<file path="src/rtl/vpg_pkg.sv">
// Shared state encoding, default timing constants and counter sizing for the PLL mode sequencer.
// ST_FAULT exists only when PLL_SEQ_TIMEOUT_EN is defined.
package vpg_pkg;

   localparam int DEBOUNCE_CYCLES_DEF     = 50000;
   localparam int CHANGE_PULSE_CYCLES_DEF = 4;
   localparam int LOCK_TIMEOUT_CYCLES_DEF = 1000000;
   localparam int SETTLE_CYCLES_DEF       = 1024;
   localparam int CNT_MIN_W               = 20;

   typedef enum logic [2:0] {
      ST_IDLE,
      ST_REQUEST,
      ST_WAIT_UNLOCK,
      ST_WAIT_LOCK,
      ST_SETTLE
`ifdef PLL_SEQ_TIMEOUT_EN
      , ST_FAULT
`endif
   } state_e;

   // The shared phase counter must hold the largest reload value and never shrink below 20 bits.
   function automatic int cnt_width(input int a, input int b, input int c);
      int m;
      int w;
      m = (a > b) ? a : b;
      m = (m > c) ? m : c;
      w = $clog2(m + 1);
      return (w < CNT_MIN_W) ? CNT_MIN_W : w;
   endfunction

endpackage

</file>
<file path="src/rtl/mode_debounce.sv">
// Two-flop synchronizer plus stability debouncer for the 4-bit mode switches.
module mode_debounce
   import vpg_pkg::*;
#(
   parameter int DEBOUNCE_CYCLES = DEBOUNCE_CYCLES_DEF
) (
   input  logic       clk,
   input  logic       reset_n,
   input  logic [3:0] din,
   output logic [3:0] dout,
   output logic       stable
);

   localparam int DEB_W = (DEBOUNCE_CYCLES > 1) ? $clog2(DEBOUNCE_CYCLES) : 1;
   localparam logic [DEB_W-1:0] CNT_MAX = DEB_W'(DEBOUNCE_CYCLES - 1);

   logic [3:0]       sync1_q, sync2_q, cand_q, cand_d;
   logic [DEB_W-1:0] cnt_q, cnt_d;

   always_comb begin
      cand_d = cand_q;
      cnt_d  = cnt_q;
      if (sync2_q != cand_q) begin
         cand_d = sync2_q;
         cnt_d  = '0;
      end else if (cnt_q != CNT_MAX) begin
         cnt_d = cnt_q + DEB_W'(1);
      end
   end

   // NOTE: all state uses non-blocking assignments so every flop samples pre-edge values.
   always_ff @(posedge clk) begin
      if (!reset_n) begin
         sync1_q <= '0;
         sync2_q <= '0;
         cand_q  <= '0;
         cnt_q   <= '0;
      end else begin
         sync1_q <= din;
         sync2_q <= sync1_q;
         cand_q  <= cand_d;
         cnt_q   <= cnt_d;
      end
   end

   assign dout   = cand_q;
   assign stable = (cnt_q == CNT_MAX);

endmodule

</file>
<file path="src/rtl/pll_mode_sequencer.sv">
// Sequences a PLL reconfiguration from debounced board switches and holds video until lock settles.
// Optional lock timeouts and the FAULT state are enabled by defining PLL_SEQ_TIMEOUT_EN.
module pll_mode_sequencer
   import vpg_pkg::*;
#(
   parameter int DEBOUNCE_CYCLES     = DEBOUNCE_CYCLES_DEF,
   parameter int CHANGE_PULSE_CYCLES = CHANGE_PULSE_CYCLES_DEF,
   parameter int LOCK_TIMEOUT_CYCLES = LOCK_TIMEOUT_CYCLES_DEF,
   parameter int SETTLE_CYCLES       = SETTLE_CYCLES_DEF
) (
   input  logic       clk,
   input  logic       reset_n,
   input  logic [3:0] mode_sw,
   input  logic       pll_locked,
   output logic [3:0] mode,
   output logic       mode_change,
   output logic       video_reset_n,
   output logic       busy,
   output logic       error
);

   localparam int CNT_W = cnt_width(CHANGE_PULSE_CYCLES, LOCK_TIMEOUT_CYCLES, SETTLE_CYCLES);
   localparam logic [CNT_W-1:0] PULSE_LD  = CNT_W'(CHANGE_PULSE_CYCLES - 1);
   localparam logic [CNT_W-1:0] TIMEOUT_LD = CNT_W'(LOCK_TIMEOUT_CYCLES - 1);
   localparam logic [CNT_W-1:0] SETTLE_LD = CNT_W'(SETTLE_CYCLES - 1);

   logic [3:0]       cand;
   logic             stable;
   logic [1:0]       lock_sync_q;
   logic             lock_s;
   state_e           state_q, state_d;
   logic [CNT_W-1:0] cnt_q, cnt_d;
   logic [3:0]       mode_q, mode_d;
   logic             mode_change_q, mode_change_d;
   logic             video_rst_n_q, video_rst_n_d;
   logic             first_req_q, first_req_d;
   logic             error_q, error_d;
   logic             req_ok;

   mode_debounce #(.DEBOUNCE_CYCLES(DEBOUNCE_CYCLES)) u_mode_debounce (
      .clk     (clk),
      .reset_n (reset_n),
      .din     (mode_sw),
      .dout    (cand),
      .stable  (stable)
   );

   assign lock_s = lock_sync_q[1];
   assign req_ok = stable && ((cand != mode_q) || first_req_q);

   // NOTE: every output of this block gets a default first, so no path can infer a latch.
   always_comb begin
      state_d       = state_q;
      cnt_d         = (cnt_q != '0) ? cnt_q - CNT_W'(1) : cnt_q;
      mode_d        = mode_q;
      mode_change_d = 1'b0;
      video_rst_n_d = video_rst_n_q;
      first_req_d   = first_req_q;
      error_d       = error_q;
      unique case (state_q)
         ST_IDLE
`ifdef PLL_SEQ_TIMEOUT_EN
         , ST_FAULT
`endif
         : begin
            cnt_d = cnt_q;
            if (req_ok) begin
               mode_d        = cand;
               first_req_d   = 1'b0;
               error_d       = 1'b0;
               video_rst_n_d = 1'b0;
               mode_change_d = 1'b1;
               cnt_d         = PULSE_LD;
               state_d       = ST_REQUEST;
            end
         end
         ST_REQUEST: begin
            mode_change_d = 1'b1;
            if (cnt_q == '0) begin
               mode_change_d = 1'b0;
               cnt_d         = TIMEOUT_LD;
               state_d       = ST_WAIT_UNLOCK;
            end
         end
         ST_WAIT_UNLOCK: begin
            if (!lock_s) begin
               cnt_d   = TIMEOUT_LD;
               state_d = ST_WAIT_LOCK;
            end
`ifdef PLL_SEQ_TIMEOUT_EN
            // A PLL that never reports unlock is not an error; just move on to wait for lock.
            else if (cnt_q == '0) begin
               cnt_d   = TIMEOUT_LD;
               state_d = ST_WAIT_LOCK;
            end
`endif
         end
         ST_WAIT_LOCK: begin
            if (lock_s) begin
               cnt_d   = SETTLE_LD;
               state_d = ST_SETTLE;
            end
`ifdef PLL_SEQ_TIMEOUT_EN
            else if (cnt_q == '0) begin
               error_d = 1'b1;
               state_d = ST_FAULT;
            end
`endif
         end
         ST_SETTLE: begin
            if (!lock_s) begin
               cnt_d   = TIMEOUT_LD;
               state_d = ST_WAIT_LOCK;
            end else if (cnt_q == '0) begin
               video_rst_n_d = 1'b1;
               state_d       = ST_IDLE;
            end
         end
         default: state_d = ST_IDLE;
      endcase
   end

   always_ff @(posedge clk) begin
      if (!reset_n) begin
         lock_sync_q   <= '0;
         state_q       <= ST_IDLE;
         cnt_q         <= '0;
         mode_q        <= '0;
         mode_change_q <= 1'b0;
         video_rst_n_q <= 1'b0;
         first_req_q   <= 1'b1;
         error_q       <= 1'b0;
      end else begin
         lock_sync_q   <= {lock_sync_q[0], pll_locked};
         state_q       <= state_d;
         cnt_q         <= cnt_d;
         mode_q        <= mode_d;
         mode_change_q <= mode_change_d;
         video_rst_n_q <= video_rst_n_d;
         first_req_q   <= first_req_d;
         error_q       <= error_d;
      end
   end

   assign mode          = mode_q;
   assign mode_change   = mode_change_q;
   assign video_reset_n = video_rst_n_q;
   assign busy          = (state_q != ST_IDLE);
`ifdef PLL_SEQ_TIMEOUT_EN
   assign error         = error_q;
`else
   assign error         = 1'b0;
`endif

endmodule

</file>
<file path="config.mk">
export PLATFORM = sky130hd
export DESIGN_NAME = pll_mode_sequencer
export DESIGN_NICKNAME = d
export VERILOG_FILES = /design/src/rtl/vpg_pkg.sv /design/src/rtl/mode_debounce.sv /design/src/rtl/pll_mode_sequencer.sv
export SDC_FILE = /design/constraint.sdc
export NUM_CORES = 1
export LEC_CHECK = 0
export CORE_AREA = 3 3 76 78
export CTS_BUF_LIST = sky130_fd_sc_hd__clkbuf_16
export DETAILED_ROUTE_END_ITERATION = 10
export DIE_AREA = 0 0 79 81
export PLACE_DENSITY = 0.72
export SYNTH_ARGS = -nofsm -noshare
export SYNTH_HDL_FRONTEND = slang
export SYNTH_SLANG_ARGS = --single-unit
</file>
<file path="constraint.sdc">
create_clock -name clk -period 2.87 [get_ports clk]
set_input_delay 0.4305 -clock clk [delete_from_list [all_inputs] [get_ports clk]]
set_output_delay 0.4305 -clock clk [all_outputs]
set_load 0.02 [all_outputs]
</file>
==> summary.txt <==
Critical path
  – Crit Reg-Reg Endpoint: cnt_q[13]
  – CP Launch Point: state_q[1]
  – Slowest stage delay, CP: 0.64 ns
  – Worst EP required: 2.44 ns
  – Critical path cell sequence: nor2_1 -> inv_1 -> nor2_1 -> clkinv_1 -> clkdlybuf4s50_1
  – R2r setup slk: 0.40 ns
  – Crit start category: register
  – Worst-case reg-to-reg path depth: 7
  – CP max-delay cell: clkdlybuf4s50_1
  – Max Fanout on Critical Path: 14
  – Crit. End Element: output pin
  – Worst setup endpoint: busy
  – Worst Setup Path Type: register to output pin
  – Most used cell, CP: nor2_1
  – CP Depth: 5
  – WP buf/inv: 3
  – Top delay family on crit path: buffers and inverters
  – Reg2reg start: u_mode_debounce.cnt_q[0]
  – Arr. time, crit path: 2.13 ns

GRT
  – Largest net degree at the start of global routing: 20
  – First-pass GRT wire length: 11400 microns
  – Total gr overflow: 0
  – Gr usage total: 0.225
  – Initial antenna violation count: 0
  – Vias in the first global route: 2430

Die
  – Die height: 81 microns
  – Chip width: 79 microns
  – Core area: 5140 sq um
  – Ports: 15
  – Die area: 6400 sq um
  – Starting Density: 0.579
  – Rows: 26

Drt
  – Total wire length: 6540 microns
  – DRC viols: 0
  – DR WL/cell: 14.6 microns
  – Number of vias per cell: 5.92
  – DR vias: 2650
  – DRT Pass-1 Iters: 5
  – Post-DRT Antenna Nets: 0
  – Drt initial violations: 194

Clock tree
  – TritonCTS clock tree: built
  – H-tree depth: 3
  – # resized after CTS: 0
  – CTS Sinks: 60
  – Clk Latency, worst-skew pair: 0.33 ns
  – CTS root buffer: clkbuf_16
  – Setup Fix Bufs, Post-CTS: 0
  – # hold bufs at CTS: 0
  – Bufs on Longest Clock Path: 2
  – Register clock-pin slew on the reported worst setup and hold paths: 0.05 ns
  – Total CTS buffers: 9

Logic synthesis
  – Most used flip-flop cell after synthesis: dfxtp_1
  – Syn_nets: 368
  – Number of enable flip-flop cells after synthesis: 0
  – Ys async rst share: 0
  – Top cells by area, synth: dfxtp_1 40%, a21oi_1 6.1%, nor2_1 5.3%, xor2_1 4.1%, nand2_1 3.7%
  – Area leader, netlist: dfxtp_1
  – Synthesized instance count: 357
  – Yosys top cell area share: 0.404
  – FF+latch count, synth: 60
  – Yosys warnings: 0
  – Cell Area, Synth: 2980 sq um
  – Mean Syn Cell Area: 8.33 sq um
  – Seq/Total Area, Yosys: 0.404
  – Distinct cells, synth: 59

Pwr
  – Power Dens Cells: 1240 nW/um^2
  – Overall Power: 4.38 mW
  – Max IR drop VDD: 733 uV
  – Lkg Pwr: 1.34 nW

STA
  – Peak Freq: 391 MHz
  – Final Critical Period: 2.56 ns
  – Period Utilization, post-route: 0.891
  – Max_slew headroom: 0.572
  – Fin Setup TNS: 0 ns
  – Final hold vios: 0
  – Fin Clk Skew: 0.00815 ns
  – Max-slew violations: 0
  – Slew @ Worst Pin: 0.642 ns
  – RSZ-0062 raised after global routing: no
  – # setup viols final: 0

Worst hold path
  – HP Start: u_mode_debounce.sync1_q[2]
  – Worst Hold Class: register to register

Layout
  – Synth-to-Final Area Change: 18.5%
  – Footprint of the multi-input gates: 1680 sq um
  – Seq. cell area: 1200 sq um
  – Final layout net count: 384
  – Diode count: 0
  – FILL cells: 437
  – Layout cells sized above 1: 0.0979

Placement
  – Gpl congestion: 0.950
  – IO Port Bufs: 13
  – DP HPWL: 4470 microns

Flow run
  – Max-Cap Viols: 0

Status
  – Status: completed
## worst min-delay path by stage
stage	endpoint	depth (start not counted)	slack (ns)
4_1_cts	u_mode_debounce.sync2_q[2]	1	0.43
2_1_floorplan	lock_sync_q[1]	1	0.41
6_report	u_mode_debounce.sync2_q[2]	1	0.43
3_5_place_dp	u_mode_debounce.sync2_q[2]	1	0.42
3_3_place_gp	u_mode_debounce.sync2_q[0]	1	0.41
5_1_grt	u_mode_debounce.sync2_q[3]	1	0.45
## per-layer routing
| layer | wire [microns] | vias to the layer above | track usage |
|---|---|---|---|
| li1 | - | 1308 | - |
| met1 | 3050 | 1233 | 0.303 |
| met2 | 3000 | 98 | 0.349 |
| met3 | 402 | 11 | 0.0621 |
| met4 | 88 | 0 | 0.0722 |
| met5 | 0 | - | 0 |
## report_power, final
| group | internal, mW | leakage, nW | total (mW) | switching (mW) |
|---|---|---|---|---|
| Clock | 0.853 | 0.166 | 1.25 | 0.394 |
| Sequential | 0.967 | 0.488 | 1.14 | 0.172 |
| Combinational | 0.722 | 0.682 | 2.00 | 1.28 |
## state kept, by name, summed over array words and instances (netlist names)
register                 count
cnt_q                       20
u_mode_debounce.cnt_q       16
mode                         4
u_mode_debounce.dout         4
u_mode_debounce.sync1_q      4
u_mode_debounce.sync2_q      4
state_q                      3
lock_sync_q                  2
first_req_q                  1
mode_change                  1
video_reset_n                1
## cell type report
cell class / count / share of cell area
Timing Repair Buffer: 18 / 0.0476
Clock inverter: 7 / 0.0351
Inverter: 10 / 0.0106
Multi-Input combinational cell: 274 / 0.477
Tap cell: 70 / 0.0248
Sequential cell: 60 / 0.341
Clock buffer: 9 / 0.0639
## cell families after synthesis
kind of cell	share of synthesized area
simple gates	0.298
flops	0.404
other cells	0.00126
xor+xnor	0.0648
buf+inv	0.0307
mux	0.00336
compound gates	0.182
fa+ha+maj	0.0168
## layout by cell type (no fill, tap or decap), types with 5 or more instances in the layout
cell type        instances
xnor2_1                  8
nor3_1                  14
clkdlybuf4s50_1         13
buf_4                    5
o21ai_0                 11
clkbuf_16                9
nand4_1                  6
a31oi_1                  6
nand2_1                 29
nor4_1                   5
nand3_1                 19
nor2_1                  42
and3_1                   6
inv_1                    9
xor2_1                  14
and2_1                  14
dfxtp_1                 60
a21oi_1                 36
## stage by stage
stage          utilization  hold slack, ns  instances  worst slack (ns)  cell area (sq um)
2_1_floorplan            -           0.412        357             0.684               2980
3_3_place_gp         0.618           0.414        432             0.561               3180
3_5_place_dp         0.618           0.419        432             0.484               3180
4_1_cts              0.686           0.433        448             0.327               3530
5_1_grt              0.686           0.448        448             0.144               3530
6_report             0.686           0.431        448             0.313               3530
## synth_stat cells (3+ instances only)
master,number
nand3b_1,3
nor2_1,42
and2_1,14
nand2b_1,4
o21ai_0,11
a31oi_1,6
nor2b_1,3
nor3_1,14
nor4_1,5
nand2_1,29
a211oi_1,3
xor2_1,14
nand3_1,19
or4_1,4
clkbuf_1,10
nand4_1,6
or3_1,4
a21oi_1,36
and3_1,6
ha_1,4
xnor2_1,8
inv_1,9
dfxtp_1,60
o31ai_1,3
Note: power is estimated with default switching activity, not from simulation.
